## src/rtl/xo_decode_stage_if.sv

```systemverilog
// Handshake bundle between fetch/issue, the XO decode stage and dispatch.
// Upstream instruction beat and downstream decode packet, each valid/ready.
interface xo_decode_stage_if #(
    parameter int instructionWidth = 32,
    parameter int regWidth         = 5,
    parameter int XoOpCodeWidth    = 9,
    parameter int tagWidth         = 8
) ();
    logic                        valid_i;
    logic                        ready_o;
    logic [instructionWidth-1:0] instruction_i;
    logic [tagWidth-1:0]         tag_i;

    logic                        valid_o;
    logic                        ready_i;
    logic [tagWidth-1:0]         tag_o;
    logic [regWidth-1:0]         reg1_o;
    logic [regWidth-1:0]         reg2_o;
    logic [regWidth-1:0]         reg3_o;
    logic [XoOpCodeWidth-1:0]    xOpCode_o;
    logic                        oe_o;
    logic                        rc_o;
    logic                        useRb_o;
    logic                        readsCa_o;
    logic                        writesCa_o;
    logic [1:0]                  execClass_o;
    logic [2:0]                  functionalUnitCode_o;

    modport master (
        output valid_i, instruction_i, tag_i, ready_i,
        input  ready_o, valid_o, tag_o, reg1_o, reg2_o, reg3_o,
        input  xOpCode_o, oe_o, rc_o, useRb_o, readsCa_o,
        input  writesCa_o, execClass_o, functionalUnitCode_o
    );

    modport slave (
        input  valid_i, instruction_i, tag_i, ready_i,
        output ready_o, valid_o, tag_o, reg1_o, reg2_o, reg3_o,
        output xOpCode_o, oe_o, rc_o, useRb_o, readsCa_o,
        output writesCa_o, execClass_o, functionalUnitCode_o
    );
endinterface

```

## src/rtl/xo_decode_stage.sv

```systemverilog
// Pipelined XO-form decoder with a 2-entry skid buffer.
// Output register plus skid register keep 1 instr/cycle under back-pressure.
module xo_decode_stage #(
    parameter int instructionWidth = 32,
    parameter int regWidth         = 5,
    parameter int XoOpCodeWidth    = 9,
    parameter int tagWidth         = 8,
    parameter int countWidth       = 16,
    parameter int support64        = 1,
    parameter int FXUnitCode       = 0,
    parameter int MulDivUnitCode   = 5
) (
    input  logic                  clock_i,
    input  logic                  reset_i,
    input  logic                  flush_i,
    xo_decode_stage_if.slave      bus,
    output logic                  unrecognised_o,
    output logic [countWidth-1:0] decodeCount_o
);
    localparam int IW = instructionWidth;

    typedef struct packed {
        logic [tagWidth-1:0]      tag;
        logic [regWidth-1:0]      reg1;
        logic [regWidth-1:0]      reg2;
        logic [regWidth-1:0]      reg3;
        logic [XoOpCodeWidth-1:0] xop;
        logic                     oe;
        logic                     rc;
        logic                     use_rb;
        logic                     reads_ca;
        logic                     writes_ca;
        logic [1:0]               exec_class;
        logic [2:0]               unit;
    } pkt_t;

    pkt_t out_q;
    pkt_t skid_q;
    pkt_t dec_pkt;
    logic out_valid_q;
    logic skid_valid_q;
    logic unrec_q;

    logic [5:0]               prim_op;
    logic [XoOpCodeWidth-1:0] xo;
    logic                     known;
    logic                     dword;
    logic                     use_rb;
    logic                     rd_ca;
    logic                     wr_ca;
    logic                     oe_kill;
    logic                     rc_kill;
    logic [1:0]               cls;
    logic [2:0]               unit;
    logic                     is31;
    logic                     recognised;
    logic                     accept;
    logic                     dec_valid;
    logic                     load_out;

    assign prim_op = bus.instruction_i[IW-1 -: 6];
    assign xo      = bus.instruction_i[IW-23 -: XoOpCodeWidth];

    // Classify the extended opcode into operand usage, carry and unit.
    always_comb begin
        known   = 1'b1;
        dword   = 1'b0;
        use_rb  = 1'b1;
        rd_ca   = 1'b0;
        wr_ca   = 1'b0;
        oe_kill = 1'b0;
        rc_kill = 1'b0;
        cls     = 2'd0;
        unit    = 3'(FXUnitCode);
        case (int'(xo))
            266, 40: ;
            10, 8: wr_ca = 1'b1;
            138, 136: begin
                rd_ca = 1'b1;
                wr_ca = 1'b1;
            end
            234, 232, 202, 200: begin
                use_rb = 1'b0;
                rd_ca  = 1'b1;
                wr_ca  = 1'b1;
            end
            104: use_rb = 1'b0;
            235: begin
                cls  = 2'd1;
                unit = 3'(MulDivUnitCode);
            end
            75, 11: begin
                cls     = 2'd1;
                unit    = 3'(MulDivUnitCode);
                oe_kill = 1'b1;
            end
            233: begin
                cls   = 2'd1;
                unit  = 3'(MulDivUnitCode);
                dword = 1'b1;
            end
            73, 9: begin
                cls     = 2'd1;
                unit    = 3'(MulDivUnitCode);
                dword   = 1'b1;
                oe_kill = 1'b1;
            end
            491, 459, 427, 395: begin
                cls  = 2'd2;
                unit = 3'(MulDivUnitCode);
            end
            489, 457, 425, 393: begin
                cls   = 2'd2;
                unit  = 3'(MulDivUnitCode);
                dword = 1'b1;
            end
            74: begin
                cls     = 2'd3;
                oe_kill = 1'b1;
                rc_kill = 1'b1;
            end
            default: known = 1'b0;
        endcase
    end

    assign is31       = (prim_op == 6'd31);
    assign recognised = known && (!dword || (support64 != 0));
    assign accept     = bus.valid_i && bus.ready_o && !flush_i;
    assign dec_valid  = accept && is31 && recognised;
    assign load_out   = !out_valid_q || bus.ready_i;

    // Assemble the packet for the word presented this cycle.
    always_comb begin
        dec_pkt            = '0;
        dec_pkt.tag        = bus.tag_i;
        dec_pkt.reg1       = bus.instruction_i[IW-7 -: regWidth];
        dec_pkt.reg2       = bus.instruction_i[IW-12 -: regWidth];
        dec_pkt.reg3       = bus.instruction_i[IW-17 -: regWidth];
        dec_pkt.xop        = xo;
        dec_pkt.oe         = bus.instruction_i[IW-22] && !oe_kill;
        dec_pkt.rc         = bus.instruction_i[IW-32] && !rc_kill;
        dec_pkt.use_rb     = use_rb;
        dec_pkt.reads_ca   = rd_ca;
        dec_pkt.writes_ca  = wr_ca;
        dec_pkt.exec_class = cls;
        dec_pkt.unit       = unit;
    end

    // Output/skid registers; skid drains first to keep acceptance order.
    always_ff @(posedge clock_i or posedge reset_i) begin
        if (reset_i) begin
            out_q        <= '0;
            skid_q       <= '0;
            out_valid_q  <= 1'b0;
            skid_valid_q <= 1'b0;
            unrec_q      <= 1'b0;
        end else if (flush_i) begin
            out_valid_q  <= 1'b0;
            skid_valid_q <= 1'b0;
            unrec_q      <= 1'b0;
        end else begin
            unrec_q <= accept && is31 && !recognised;
            if (load_out) begin
                if (skid_valid_q) begin
                    out_q        <= skid_q;
                    out_valid_q  <= 1'b1;
                    skid_valid_q <= 1'b0;
                end else begin
                    out_valid_q <= dec_valid;
                    if (dec_valid) out_q <= dec_pkt;
                end
            end else if (dec_valid) begin
                skid_q       <= dec_pkt;
                skid_valid_q <= 1'b1;
            end
        end
    end

    // Count emitted packets, including one handshaken during a flush.
    always_ff @(posedge clock_i or posedge reset_i) begin
        if (reset_i) begin
            decodeCount_o <= '0;
        end else if (out_valid_q && bus.ready_i) begin
            decodeCount_o <= decodeCount_o + countWidth'(1);
        end
    end

    assign bus.ready_o              = !skid_valid_q;
    assign bus.valid_o              = out_valid_q;
    assign bus.tag_o                = out_q.tag;
    assign bus.reg1_o               = out_q.reg1;
    assign bus.reg2_o               = out_q.reg2;
    assign bus.reg3_o               = out_q.reg3;
    assign bus.xOpCode_o            = out_q.xop;
    assign bus.oe_o                 = out_q.oe;
    assign bus.rc_o                 = out_q.rc;
    assign bus.useRb_o              = out_q.use_rb;
    assign bus.readsCa_o            = out_q.reads_ca;
    assign bus.writesCa_o           = out_q.writes_ca;
    assign bus.execClass_o          = out_q.exec_class;
    assign bus.functionalUnitCode_o = out_q.unit;
    assign unrecognised_o           = unrec_q;
endmodule

```

## src/flat_wrapper.sv

```systemverilog
// flat-port wrapper written by rule: the top's interface ports become plain ports
module xo_decode_stage_flat 
#(
    parameter int instructionWidth = 32,
    parameter int regWidth         = 5,
    parameter int XoOpCodeWidth    = 9,
    parameter int tagWidth         = 8,
    parameter int countWidth       = 16,
    parameter int support64        = 1,
    parameter int FXUnitCode       = 0,
    parameter int MulDivUnitCode   = 5
)
  (clock_i, reset_i, flush_i, unrecognised_o, decodeCount_o, bus_valid_i, bus_instruction_i, bus_tag_i, bus_ready_i, bus_ready_o, bus_valid_o, bus_tag_o, bus_reg1_o, bus_reg2_o, bus_reg3_o, bus_xOpCode_o, bus_oe_o, bus_rc_o, bus_useRb_o, bus_readsCa_o, bus_writesCa_o, bus_execClass_o, bus_functionalUnitCode_o);
  xo_decode_stage_if #(.instructionWidth(instructionWidth), .regWidth(regWidth), .XoOpCodeWidth(XoOpCodeWidth), .tagWidth(tagWidth)) bus_i ();
  input  logic clock_i;
  input  logic reset_i;
  input  logic flush_i;
  output logic unrecognised_o;
  output logic [countWidth-1:0] decodeCount_o;
  input wire logic [$bits(bus_i.valid_i)-1:0] bus_valid_i;
  input wire logic [$bits(bus_i.instruction_i)-1:0] bus_instruction_i;
  input wire logic [$bits(bus_i.tag_i)-1:0] bus_tag_i;
  input wire logic [$bits(bus_i.ready_i)-1:0] bus_ready_i;
  output wire logic [$bits(bus_i.ready_o)-1:0] bus_ready_o;
  output wire logic [$bits(bus_i.valid_o)-1:0] bus_valid_o;
  output wire logic [$bits(bus_i.tag_o)-1:0] bus_tag_o;
  output wire logic [$bits(bus_i.reg1_o)-1:0] bus_reg1_o;
  output wire logic [$bits(bus_i.reg2_o)-1:0] bus_reg2_o;
  output wire logic [$bits(bus_i.reg3_o)-1:0] bus_reg3_o;
  output wire logic [$bits(bus_i.xOpCode_o)-1:0] bus_xOpCode_o;
  output wire logic [$bits(bus_i.oe_o)-1:0] bus_oe_o;
  output wire logic [$bits(bus_i.rc_o)-1:0] bus_rc_o;
  output wire logic [$bits(bus_i.useRb_o)-1:0] bus_useRb_o;
  output wire logic [$bits(bus_i.readsCa_o)-1:0] bus_readsCa_o;
  output wire logic [$bits(bus_i.writesCa_o)-1:0] bus_writesCa_o;
  output wire logic [$bits(bus_i.execClass_o)-1:0] bus_execClass_o;
  output wire logic [$bits(bus_i.functionalUnitCode_o)-1:0] bus_functionalUnitCode_o;
  assign bus_i.valid_i = bus_valid_i;
  assign bus_i.instruction_i = bus_instruction_i;
  assign bus_i.tag_i = bus_tag_i;
  assign bus_i.ready_i = bus_ready_i;
  assign bus_ready_o = bus_i.ready_o;
  assign bus_valid_o = bus_i.valid_o;
  assign bus_tag_o = bus_i.tag_o;
  assign bus_reg1_o = bus_i.reg1_o;
  assign bus_reg2_o = bus_i.reg2_o;
  assign bus_reg3_o = bus_i.reg3_o;
  assign bus_xOpCode_o = bus_i.xOpCode_o;
  assign bus_oe_o = bus_i.oe_o;
  assign bus_rc_o = bus_i.rc_o;
  assign bus_useRb_o = bus_i.useRb_o;
  assign bus_readsCa_o = bus_i.readsCa_o;
  assign bus_writesCa_o = bus_i.writesCa_o;
  assign bus_execClass_o = bus_i.execClass_o;
  assign bus_functionalUnitCode_o = bus_i.functionalUnitCode_o;
  xo_decode_stage #(.instructionWidth(instructionWidth), .regWidth(regWidth), .XoOpCodeWidth(XoOpCodeWidth), .tagWidth(tagWidth), .countWidth(countWidth), .support64(support64), .FXUnitCode(FXUnitCode), .MulDivUnitCode(MulDivUnitCode)) u_core (.clock_i(clock_i), .reset_i(reset_i), .flush_i(flush_i), .bus(bus_i), .unrecognised_o(unrecognised_o), .decodeCount_o(decodeCount_o));
endmodule
```

## config.mk

```make
export PLATFORM = sky130hd
export DESIGN_NAME = xo_decode_stage_flat
export DESIGN_NICKNAME = d
export VERILOG_FILES = /design/src/rtl/xo_decode_stage_if.sv /design/src/rtl/xo_decode_stage.sv /design/src/flat_wrapper.sv
export SDC_FILE = /design/constraint.sdc
export NUM_CORES = 1
export LEC_CHECK = 0
export BUFFER_PORTS_ARGS = -buffer_cell sky130_fd_sc_hd__buf_4
export CAP_MARGIN = 15
export CORE_MARGIN = 3
export CORE_UTILIZATION = 48
export CTS_CLUSTER_DIAMETER = 80
export DETAILED_ROUTE_END_ITERATION = 6
export PLACE_DENSITY = 0.76
export SLEW_MARGIN = 20
export SYNTH_ARGS = -nofsm -noshare
export SYNTH_HDL_FRONTEND = slang
export SYNTH_SLANG_ARGS = --single-unit
```

## constraint.sdc

```tcl
create_clock -name clock_i -period 3.35 [get_ports clock_i]
set_input_delay 0.67 -clock clock_i [delete_from_list [all_inputs] [get_ports clock_i]]
set_output_delay 0.67 -clock clock_i [all_outputs]
set_load 0.1 [all_outputs]
```

==> flow_metrics.env, run 1 <==
export IMPL_core_area_um2=8720
export IMPL_drv_slew=0
export IMPL_die_height_um=101
export IMPL_path_clk_slew_ns=0.09
export IMPL_yosys_warnings=0
export IMPL_slew_headroom_pct=40.5
export IMPL_grt_max_degree=72
export IMPL_htreeDepth=3
export IMPL_synth_nets=490
export IMPL_syn_area_um2=4330
export IMPL_fin_skew_ns=0.00951
export IMPL_layout_nets=585
export IMPL_rsz0062_at_grt="false"
export IMPL_synth_flop_cell="dfrtp_1"
export IMPL_multi_input_area_um2=1610
export IMPL_synth_edf_count=0
export IMPL_tightest_slew_ns=0.884
export IMPL_drtIter0Drc=141
export IMPL_rows=34
export IMPL_wl_um=9520
export IMPL_finalSetupViolCount=0
export IMPL_hold_class="reg2reg"
export IMPL_ys_ff_latch=99
export IMPL_hold_buffers=0
export IMPL_drc=0
export IMPL_hpwl_um=6720
export IMPL_area_growth_pct=24.0
export IMPL_cts_sinks=99
export IMPL_min_period_ns=2.40
export IMPL_vias=3405
export IMPL_viasPerCell=5.22
export IMPL_grt_pass1_wl_um=16100
export IMPL_clockRootBuffer="clkbuf_8"
export IMPL_insertion_delay_ns=0.36
export IMPL_fin_setup_tns_ns=0
export IMPL_gr_usage_all_layers_pct=19.7
export IMPL_ys_seq_area_share_pct=57.2
export IMPL_dr_pass1_iters=5
export IMPL_synth_cell_types=50
export IMPL_status="completed"
export IMPL_initial_core_util_pct=49.6
export IMPL_power_density_nw_per_um2=394
export IMPL_final_seq_area_um2=2480
export IMPL_synthCells=444
export IMPL_clockBufferDepth=2
export IMPL_syn_avg_cell_area_um2=9.75
export IMPL_cts_tree="done"
export IMPL_numCtsBuffers=9
export IMPL_p_total_mw=2.11
export IMPL_r2r_slack_ns=1.06
export IMPL_vdd_drop_max_mv=0.207
export IMPL_finalHoldViolCount=0
export IMPL_crit_fanout=27
export IMPL_required_ns=3.60
export IMPL_die_area_um2=10200
export IMPL_die_w_um=101
export IMPL_synthArstFlopShare_pct=100
export IMPL_post_route_period_util_pct=71.7
export IMPL_crit_type="in2reg"
export IMPL_grt_pass1_vias=3438
export IMPL_overflow=0
export IMPL_gp_congestion=0.805
export IMPL_drv_cap=0
export IMPL_pin_count=106
export IMPL_layout_drive_gt1_share_pct=25.6
export IMPL_port_buffers=104
export IMPL_cp_arrival_ns=2.65
export IMPL_startpoint_type="input pin"
export IMPL_cts_setup_buffers=0
export IMPL_diodes=0
export IMPL_antenna_found_initial=0
export IMPL_cts_resized=0
export IMPL_wire_per_inst_um=14.6
export IMPL_ant_nets=0
export IMPL_nFillCells=729
export IMPL_max_freq_mhz=416
export IMPL_critPathCaptureType="flip-flop"
export IMPL_p_leak_nw=2.82
==> Yosys cell counts (all sizes together), types with 6 or more instances <==
library cell	count	area share (%)
a21oi	32	3.8
a221o	6	1.4
buf	20	3.0
clkbuf	6	0.52
dfrtp	99	57
inv	27	2.3
nand2	119	10
nand3	13	1.5
nor2	17	1.6
nor3	6	0.81
o21ai	15	1.8
o22ai	24	3.5
xnor2	12	2.4
==> final timing paths <==
kind | start | end | cells past startpoint
min | u_core.skid_q[41]$_DFFE_PP0P_ | u_core.skid_q[41]$_DFFE_PP0P_ | 2
max in group asynchronous | reset_i | u_core.skid_q[22]$_DFFE_PP0P_ | 3
min reg2reg | u_core.skid_q[41]$_DFFE_PP0P_ | u_core.skid_q[41]$_DFFE_PP0P_ | 2
max | bus_instruction_i[8] | u_core.bus.useRb_o$_DFFE_PP0P_ | 8
max reg2reg | u_core.bus.valid_o$_DFFE_PP0N_ | u_core.bus.functionalUnitCode_o[0]$_DFFE_PP0P_ | 6
min in group asynchronous | reset_i | u_core.bus.tag_o[1]$_DFFE_PP0P_ | 2
==> per-layer routing <==
layer  vias to the layer above  GRT usage (%)  routed length [um]
met5                         -              0                   0
met1                      1628           27.1                4170
met2                       103           31.2                4580
met3                         6           4.15                 698
li1                       1668              -                   -
met4                         0           6.95                  77
==> registers in the layout, summed over array words and instances, names as in the netlist <==
register	cells
u_core.skid_valid_q	1
u_core.bus.valid_o	1
u_core.decodeCount_o	16
u_core.bus.readsCa_o	1
u_core.unrecognised_o	1
u_core.bus.reg3_o	5
u_core.bus.oe_o	1
u_core.bus.tag_o	8
u_core.bus.execClass_o	2
u_core.bus.rc_o	1
u_core.bus.xOpCode_o	9
u_core.bus.useRb_o	1
u_core.bus.writesCa_o	1
u_core.bus.functionalUnitCode_o	1
u_core.bus.reg1_o	5
u_core.bus.reg2_o	5
u_core.skid_q	40
==> metrics by stage <==
stage	cell area [um2]	util, %	hold WS, ns	setup WS [ns]	std cells
4_1_cts	5370	61.5	0.476	0.926	652
2_1_floorplan	4330	-	0.435	0.0896	444
6_report	5370	61.5	0.473	0.948	652
5_1_grt	5370	61.5	0.483	0.704	652
3_3_place_gp	5160	59.2	0.448	0.586	636
3_5_place_dp	5160	59.2	0.456	0.551	636
==> worst max-delay path, stage by stage <==
cell	delay, ns
buf_4	0.17
nand2_1	0.08
o21ai_1	0.16
o211a_1	0.31
o21ai_2	0.50
buf_4	0.39
nor2_1	0.09
a221o_1	0.26
==> cell families (layout without fill, tap and decap cells) <==
| group | count (synthesis) | after routing | synth area share, % |
|---|---|---|---|
| AND/OR/NAND/NOR | 178 | 178 | 18.2 |
| flip-flops | 99 | 99 | 57.2 |
| AO/OA/AOI/OAI | 94 | 94 | 14.6 |
| buffers and inverters | 53 | 153 | 5.84 |
| XOR/XNOR | 15 | 15 | 3.03 |
| multiplexers | 3 | 3 | 0.723 |
| adder cells (fa/ha/maj) | 1 | 1 | 0.289 |
| other | 1 | 1 | 0.0866 |
==> power breakdown <==
part	switching (mW)	leakage [nW]	internal (mW)
registers	0.00122	1.26	1.20
logic	0.0823	1.46	0.0479
clock network	0.417	0.100	0.371
==> cell type report <==
type	instances	share of cell area, %
clock inverters	5	1.12
flip-flops and latches	99	46.2
repair buffers	110	15.6
clock buffers	11	2.63
multi-input cells	292	30.0
well taps	108	2.52
inverters	27	1.94
==> cell usage in the layout, fill, tap and decap left out, types with 2 or more instances in the layout <==
cell type / instances
dfrtp_1: 99
inv_6: 2
buf_4: 109
nand3_1: 13
nor2b_1: 2
mux2i_1: 2
a31oi_1: 5
xor2_1: 3
nand2_1: 118
nor2_1: 16
nor3_1: 5
o21ai_0: 12
xnor2_1: 12
nand2b_1: 4
clkbuf_8: 10
a21oi_1: 31
a221o_1: 6
nand4b_1: 2
inv_1: 25
and3_1: 5
o22ai_1: 24
and2_1: 3
a21o_1: 3
(Power assumes the default switching activity.)
==> run 2: changes to the inputs <==
--- a/config.mk
+++ b/config.mk
@@ -8,10 +8,10 @@
 export BUFFER_PORTS_ARGS = -buffer_cell sky130_fd_sc_hd__buf_4
 export CAP_MARGIN = 15
 export CORE_MARGIN = 3
-export CORE_UTILIZATION = 48
+export CORE_UTILIZATION = 53
 export CTS_CLUSTER_DIAMETER = 80
 export DETAILED_ROUTE_END_ITERATION = 6
-export PLACE_DENSITY = 0.76
+export PLACE_DENSITY = 0.79
 export SLEW_MARGIN = 20
 export SYNTH_ARGS = -nofsm -noshare
 export SYNTH_HDL_FRONTEND = slang
==> constraint.sdc (replaced) <==
create_clock -name clock_i -period 2.39 [get_ports clock_i]
set_input_delay 0.478 -clock clock_i [delete_from_list [all_inputs] [get_ports clock_i]]
set_output_delay 0.478 -clock clock_i [all_outputs]
set_load 0.1 [all_outputs]
==> run 2 against run 1 <==
  * Worst hold slack got worse by 0.17 ns
  * Critical path depth is 2 lower
  * Combinational power is 43% higher
  * Largest cell class unchanged
==> flow_metrics.env, run 2 (same netlist as run 1, synthesis figures left out) <==
export IMPL_status="completed"
export IMPL_min_period_ns=2.04
export IMPL_nFillCells=616
export IMPL_grt_pass1_wl_um=15500
export IMPL_hpwl_um=6820
export IMPL_max_freq_mhz=490
export IMPL_tightest_slew_ns=0.661
export IMPL_cts_sinks=99
export IMPL_rows=32
export IMPL_initial_core_util_pct=55.2
export IMPL_cts_tree="done"
export IMPL_cts_setup_buffers=0
export IMPL_r2r_start="u_core.bus.valid_o$_DFFE_PP0N_"
export IMPL_gr_usage_all_layers_pct=21.6
export IMPL_vias=3527
export IMPL_gp_congestion=0.876
export IMPL_path_clk_slew_ns=0.10
export IMPL_drv_slew=0
export IMPL_post_route_period_util_pct=85.4
export IMPL_diodes=0
export IMPL_cp_arrival_ns=2.27
export IMPL_layout_drive_gt1_share_pct=27.2
export IMPL_numCtsBuffers=9
export IMPL_die_area_um2=9290
export IMPL_die_w_um=96.4
export IMPL_wl_um=9730
export IMPL_critPathCaptureType="flip-flop"
export IMPL_finalSetupViolCount=0
export IMPL_htreeDepth=3
export IMPL_largest_reg_flops=40
export IMPL_grt_max_degree=53
export IMPL_rr_endpoint="u_core.bus.tag_o[3]$_DFFE_PP0P_"
export IMPL_cts_resized=0
export IMPL_fin_setup_tns_ns=0
export IMPL_layout_common_cells="118 x nand2_1, 118 x buf_4, 99 x dfrtp_1"
export IMPL_crit_fanout=20
export IMPL_area_growth_pct=27.4
export IMPL_layout_nets=596
export IMPL_fin_skew_ns=0.0112
export IMPL_required_ns=2.62
export IMPL_clockRootBuffer="clkbuf_8"
export IMPL_vdd_drop_max_mv=0.358
export IMPL_finalHoldViolCount=0
export IMPL_post_route_cell_area_um2=5520
export IMPL_overflow=0
export IMPL_r2r_cells=6
export IMPL_r2r_slack_ns=0.35
export IMPL_port_buffers=104
export IMPL_wire_per_inst_um=14.8
export IMPL_hold_buffers=0
export IMPL_dr_pass1_iters=5
export IMPL_hold_class="in2async"
export IMPL_rsz0062_at_grt="false"
export IMPL_antenna_found_initial=0
export IMPL_slew_headroom_pct=55.9
export IMPL_whs_ns=0.301
export IMPL_fin_ws_ns=0.348
export IMPL_pin_count=106
export IMPL_p_total_mw=3.10
export IMPL_dpl_worst_slack_ns=-0.120
export IMPL_core_area_um2=7850
export IMPL_grt_pass1_vias=3364
export IMPL_p_leak_nw=2.90
export IMPL_top_register="u_core.skid_q"
export IMPL_drc=0
export IMPL_die_height_um=96.4
export IMPL_crit_type="reg2reg"
export IMPL_drv_cap=0
export IMPL_clockBufferDepth=2
export IMPL_insertion_delay_ns=0.36
export IMPL_viasPerCell=5.37
export IMPL_place_area_um2=5250
export IMPL_ant_nets=0
export IMPL_startpoint_type="flip-flop"
export IMPL_power_density_nw_per_um2=561
export IMPL_drtIter0Drc=128
==> run 2: layout make-up <==
| class | count | area (um2) | area share [%] |
|---|---|---|---|
| Clock buffer | 10 | 138 | 2.50 |
| Clock inverter | 6 | 96.3 | 1.75 |
| Inverter | 27 | 105 | 1.91 |
| Multi-Input combinational cell | 292 | 1620 | 29.3 |
| Sequential cell | 99 | 2480 | 44.9 |
| Tap cell | 102 | 128 | 2.31 |
| Timing Repair Buffer | 121 | 953 | 17.3 |
==> run 2: critical path: stages, from the launching register on <==
cell	delay (ns)
dfrtp_1	0.41
nand2b_1	0.12
nor2b_1	0.19
and2_2	0.22
a21oi_2	0.51
buf_4	0.36
a21oi_1	0.12
==> run 2: layer usage <==
layer | wire, um | track usage, % | up-vias
met1 | 4180 | 29.2 | 1701
met2 | 4760 | 34.6 | 117
met3 | 687 | 4.65 | 10
met5 | 0 | 0 | -
met4 | 99 | 7.71 | 0
li1 | - | - | 1699
==> run 2: how the worst max path moves through the flow <==
stage | startpoint | to
after global routing | u_core.bus.valid_o$_DFFE_PP0N_ | u_core.bus.tag_o[3]$_DFFE_PP0P_
after floorplan | u_core.bus.valid_o$_DFFE_PP0N_ | u_core.decodeCount_o[13]$_DFFE_PP0P_
after CTS | bus_instruction_i[8] | u_core.skid_q[7]$_DFFE_PP0P_
after global placement | bus_instruction_i[6] | u_core.skid_q[4]$_DFFE_PP0P_
final | u_core.bus.valid_o$_DFFE_PP0N_ | u_core.bus.tag_o[3]$_DFFE_PP0P_
after detailed placement | bus_instruction_i[8] | u_core.skid_q[7]$_DFFE_PP0P_
==> run 2: power breakdown <==
| group | total, mW | internal, mW | switching [mW] |
|---|---|---|---|
| combinational | 0.186 | 0.0716 | 0.114 |
| clock | 1.23 | 0.632 | 0.600 |
| sequential | 1.68 | 1.68 | 0.00166 |
| total | 3.10 | 2.38 | 0.716 |
==> run 2: per-stage QoR <==
stage               util, %  std cells
finish                 70.3        657
floorplan                 -        444
detailed placement     66.9        640
global route           70.3        657
CTS                    69.9        656
global placement       66.9        640
==> run 3: changes to the inputs <==
--- a/config.mk
+++ b/config.mk
@@ -8,10 +8,9 @@
 export BUFFER_PORTS_ARGS = -buffer_cell sky130_fd_sc_hd__buf_4
 export CAP_MARGIN = 15
 export CORE_MARGIN = 3
-export CORE_UTILIZATION = 53
+export CORE_UTILIZATION = 35
 export CTS_CLUSTER_DIAMETER = 80
 export DETAILED_ROUTE_END_ITERATION = 6
-export PLACE_DENSITY = 0.79
 export SLEW_MARGIN = 20
 export SYNTH_ARGS = -nofsm -noshare
 export SYNTH_HDL_FRONTEND = slang
==> run 3 against run 2 <==
  * Maximum frequency is 0.51% higher
  * Cell count increased by 11%
  * Cell area is 4.7% higher
  * Highest routed layer unchanged
  * Clock skew decreased by 0.0053 ns
  * Largest power group unchanged
  * Sequential share of layout area shrank 2.0 points
  * Worst hold slack gained 0.0072 ns
  * Global-route usage down 5.7 points
==> flow_metrics.env, run 3 (same netlist as run 1, synthesis figures left out) <==
export IMPL_largest_reg_flops=40
export IMPL_required_ns=2.59
export IMPL_hold_class="in2reg"
export IMPL_critPathCaptureType="flip-flop"
export IMPL_post_route_cell_area_um2=5770
export IMPL_htreeDepth=3
export IMPL_p_total_mw=3.47
export IMPL_die_height_um=117
export IMPL_cts_sinks=99
export IMPL_tightest_slew_ns=0.862
export IMPL_viasPerCell=4.81
export IMPL_status="completed"
export IMPL_fin_skew_ns=0.00592
export IMPL_dpl_worst_slack_ns=-0.0144
export IMPL_drv_slew=0
export IMPL_dr_pass1_iters=4
export IMPL_port_buffers=104
export IMPL_clockRootBuffer="clkbuf_16"
export IMPL_final_util_pct=49.1
export IMPL_vias=3510
export IMPL_cp_top_family="compound AO/OA/AOI/OAI gates"
export IMPL_rsz0062_at_grt="false"
export IMPL_slew_headroom_pct=42.5
export IMPL_min_period_ns=2.03
export IMPL_area_growth_pct=33.4
export IMPL_finalHoldViolCount=0
export IMPL_startpoint_type="input pin"
export IMPL_antenna_found_initial=0
export IMPL_post_route_period_util_pct=85.0
export IMPL_grt_pass1_vias=3454
export IMPL_place_area_um2=5440
export IMPL_power_density_nw_per_um2=601
export IMPL_die_area_um2=13700
export IMPL_crit_fanout=23
export IMPL_ant_nets=0
export IMPL_drc=0
export IMPL_wire_per_inst_um=14.5
export IMPL_cts_setup_buffers=0
export IMPL_final_common_cell="buf_4"
export IMPL_numCtsBuffers=9
export IMPL_layout_nets=607
export IMPL_r2r_cells=6
export IMPL_grt_pass1_wl_um=16800
export IMPL_cp_arrival_ns=2.23
export IMPL_drtIter0Drc=224
export IMPL_wl_um=10600
export IMPL_crit_chain="buf_4 -> nor3_1 -> nand2_1 -> buf_4 -> a21oi_1 -> o21ai_4 -> buf_4 -> o22ai_1 -> a21oi_1"
export IMPL_gr_usage_all_layers_pct=15.9
export IMPL_path_clk_slew_ns=0.07
export IMPL_pin_count=106
export IMPL_gp_congestion=0.806
export IMPL_hpwl_um=7370
export IMPL_die_w_um=117
export IMPL_core_area_um2=11800
export IMPL_grt_max_degree=52
export IMPL_finalSetupViolCount=0
export IMPL_cp_num_buf_inv=3
export IMPL_max_freq_mhz=492
export IMPL_crit_type="in2reg"
export IMPL_p_leak_nw=3.00
export IMPL_initial_core_util_pct=36.8
export IMPL_vdd_drop_max_mv=0.264
export IMPL_fin_ws_ns=0.358
export IMPL_hold_buffers=0
export IMPL_cp_depth=9
export IMPL_layout_common_cells="129 x buf_4, 118 x nand2_1, 99 x dfrtp_1"
export IMPL_drv_cap=0
export IMPL_rows=39
export IMPL_fin_setup_tns_ns=0
export IMPL_cp_common_cell="buf_4"
export IMPL_insertion_delay_ns=0.35
export IMPL_clockBufferDepth=2
export IMPL_cts_tree="done"
export IMPL_overflow=0
export IMPL_cts_resized=0
export IMPL_diodes=0
export IMPL_slowest_stage="a21oi_1"
export IMPL_min_path_cells=2
export IMPL_max_stage_delay_ns=0.37
export IMPL_layout_drive_gt1_share_pct=28.6
export IMPL_top_register="u_core.skid_q"
[run 3: cell types whose count changed in the layout (fill, tap and decap cells not counted)]
cell / delta
clkbuf_16: +9
clkbuf_8: -5
clkinvlp_4: -1
bufinv_16: -1
buf_4: +11
inv_8: -1
clkinv_4: -1
[run 3: metrics by stage]
step | hold WS [ns] | instances
detailed placement | 0.454 | 714
floorplan | 0.435 | 444
global route | 0.306 | 730
global placement | 0.449 | 713
CTS | 0.295 | 730
finish | 0.308 | 730
[run 3: final cells by class]
class	instances	area (um2)
clock buffers	14	294
multi-input cells	292	1620
clock inverters	2	38.8
repair buffers	132	1040
flip-flops and latches	99	2480
fillers	1074	5990
inverters	27	105
well taps	164	205
[run 3: routing by layer]
layer / up-vias / GRT usage [%] / wire length, um
met5: - / 0 / 0
met4: 0 / 7.19 / 193
met3: 12 / 4.01 / 666
met2: 104 / 25.1 / 4800
met1: 1680 / 20.7 / 4890
li1: 1714 / - / -
[run 3: where the power goes]
group          internal (mW)  switching (mW)
combinational         0.0791           0.117
clock                  0.959           0.638
sequential              1.68         0.00161
total                   2.72           0.757
[run 3: worst paths after layout]
check | startpoint | to | slack (ns)
worst max-delay path | bus_instruction_i[6] | u_core.bus.xOpCode_o[6]$_DFFE_PP0P_ | 0.36
worst min-delay path | flush_i | u_core.bus.valid_o$_DFFE_PP0N_ | 0.31
worst max register to register | u_core.bus.valid_o$_DFFE_PP0N_ | u_core.bus.reg1_o[0]$_DFFE_PP0P_ | 0.41
worst min register to register | u_core.skid_q[23]$_DFFE_PP0P_ | u_core.skid_q[23]$_DFFE_PP0P_ | 0.47
max in group asynchronous | reset_i | u_core.bus.oe_o$_DFFE_PP0P_ | 1.61
min in group asynchronous | reset_i | u_core.skid_q[22]$_DFFE_PP0P_ | 0.32
[run 3: worst reg2reg max path: stages (launching register included)]
cell      delay (ns)
dfrtp_1         0.40
nand2b_1        0.09
nor2b_1         0.17
and2_2          0.21
a21oi_2         0.66
buf_12          0.24
a21oi_1         0.09
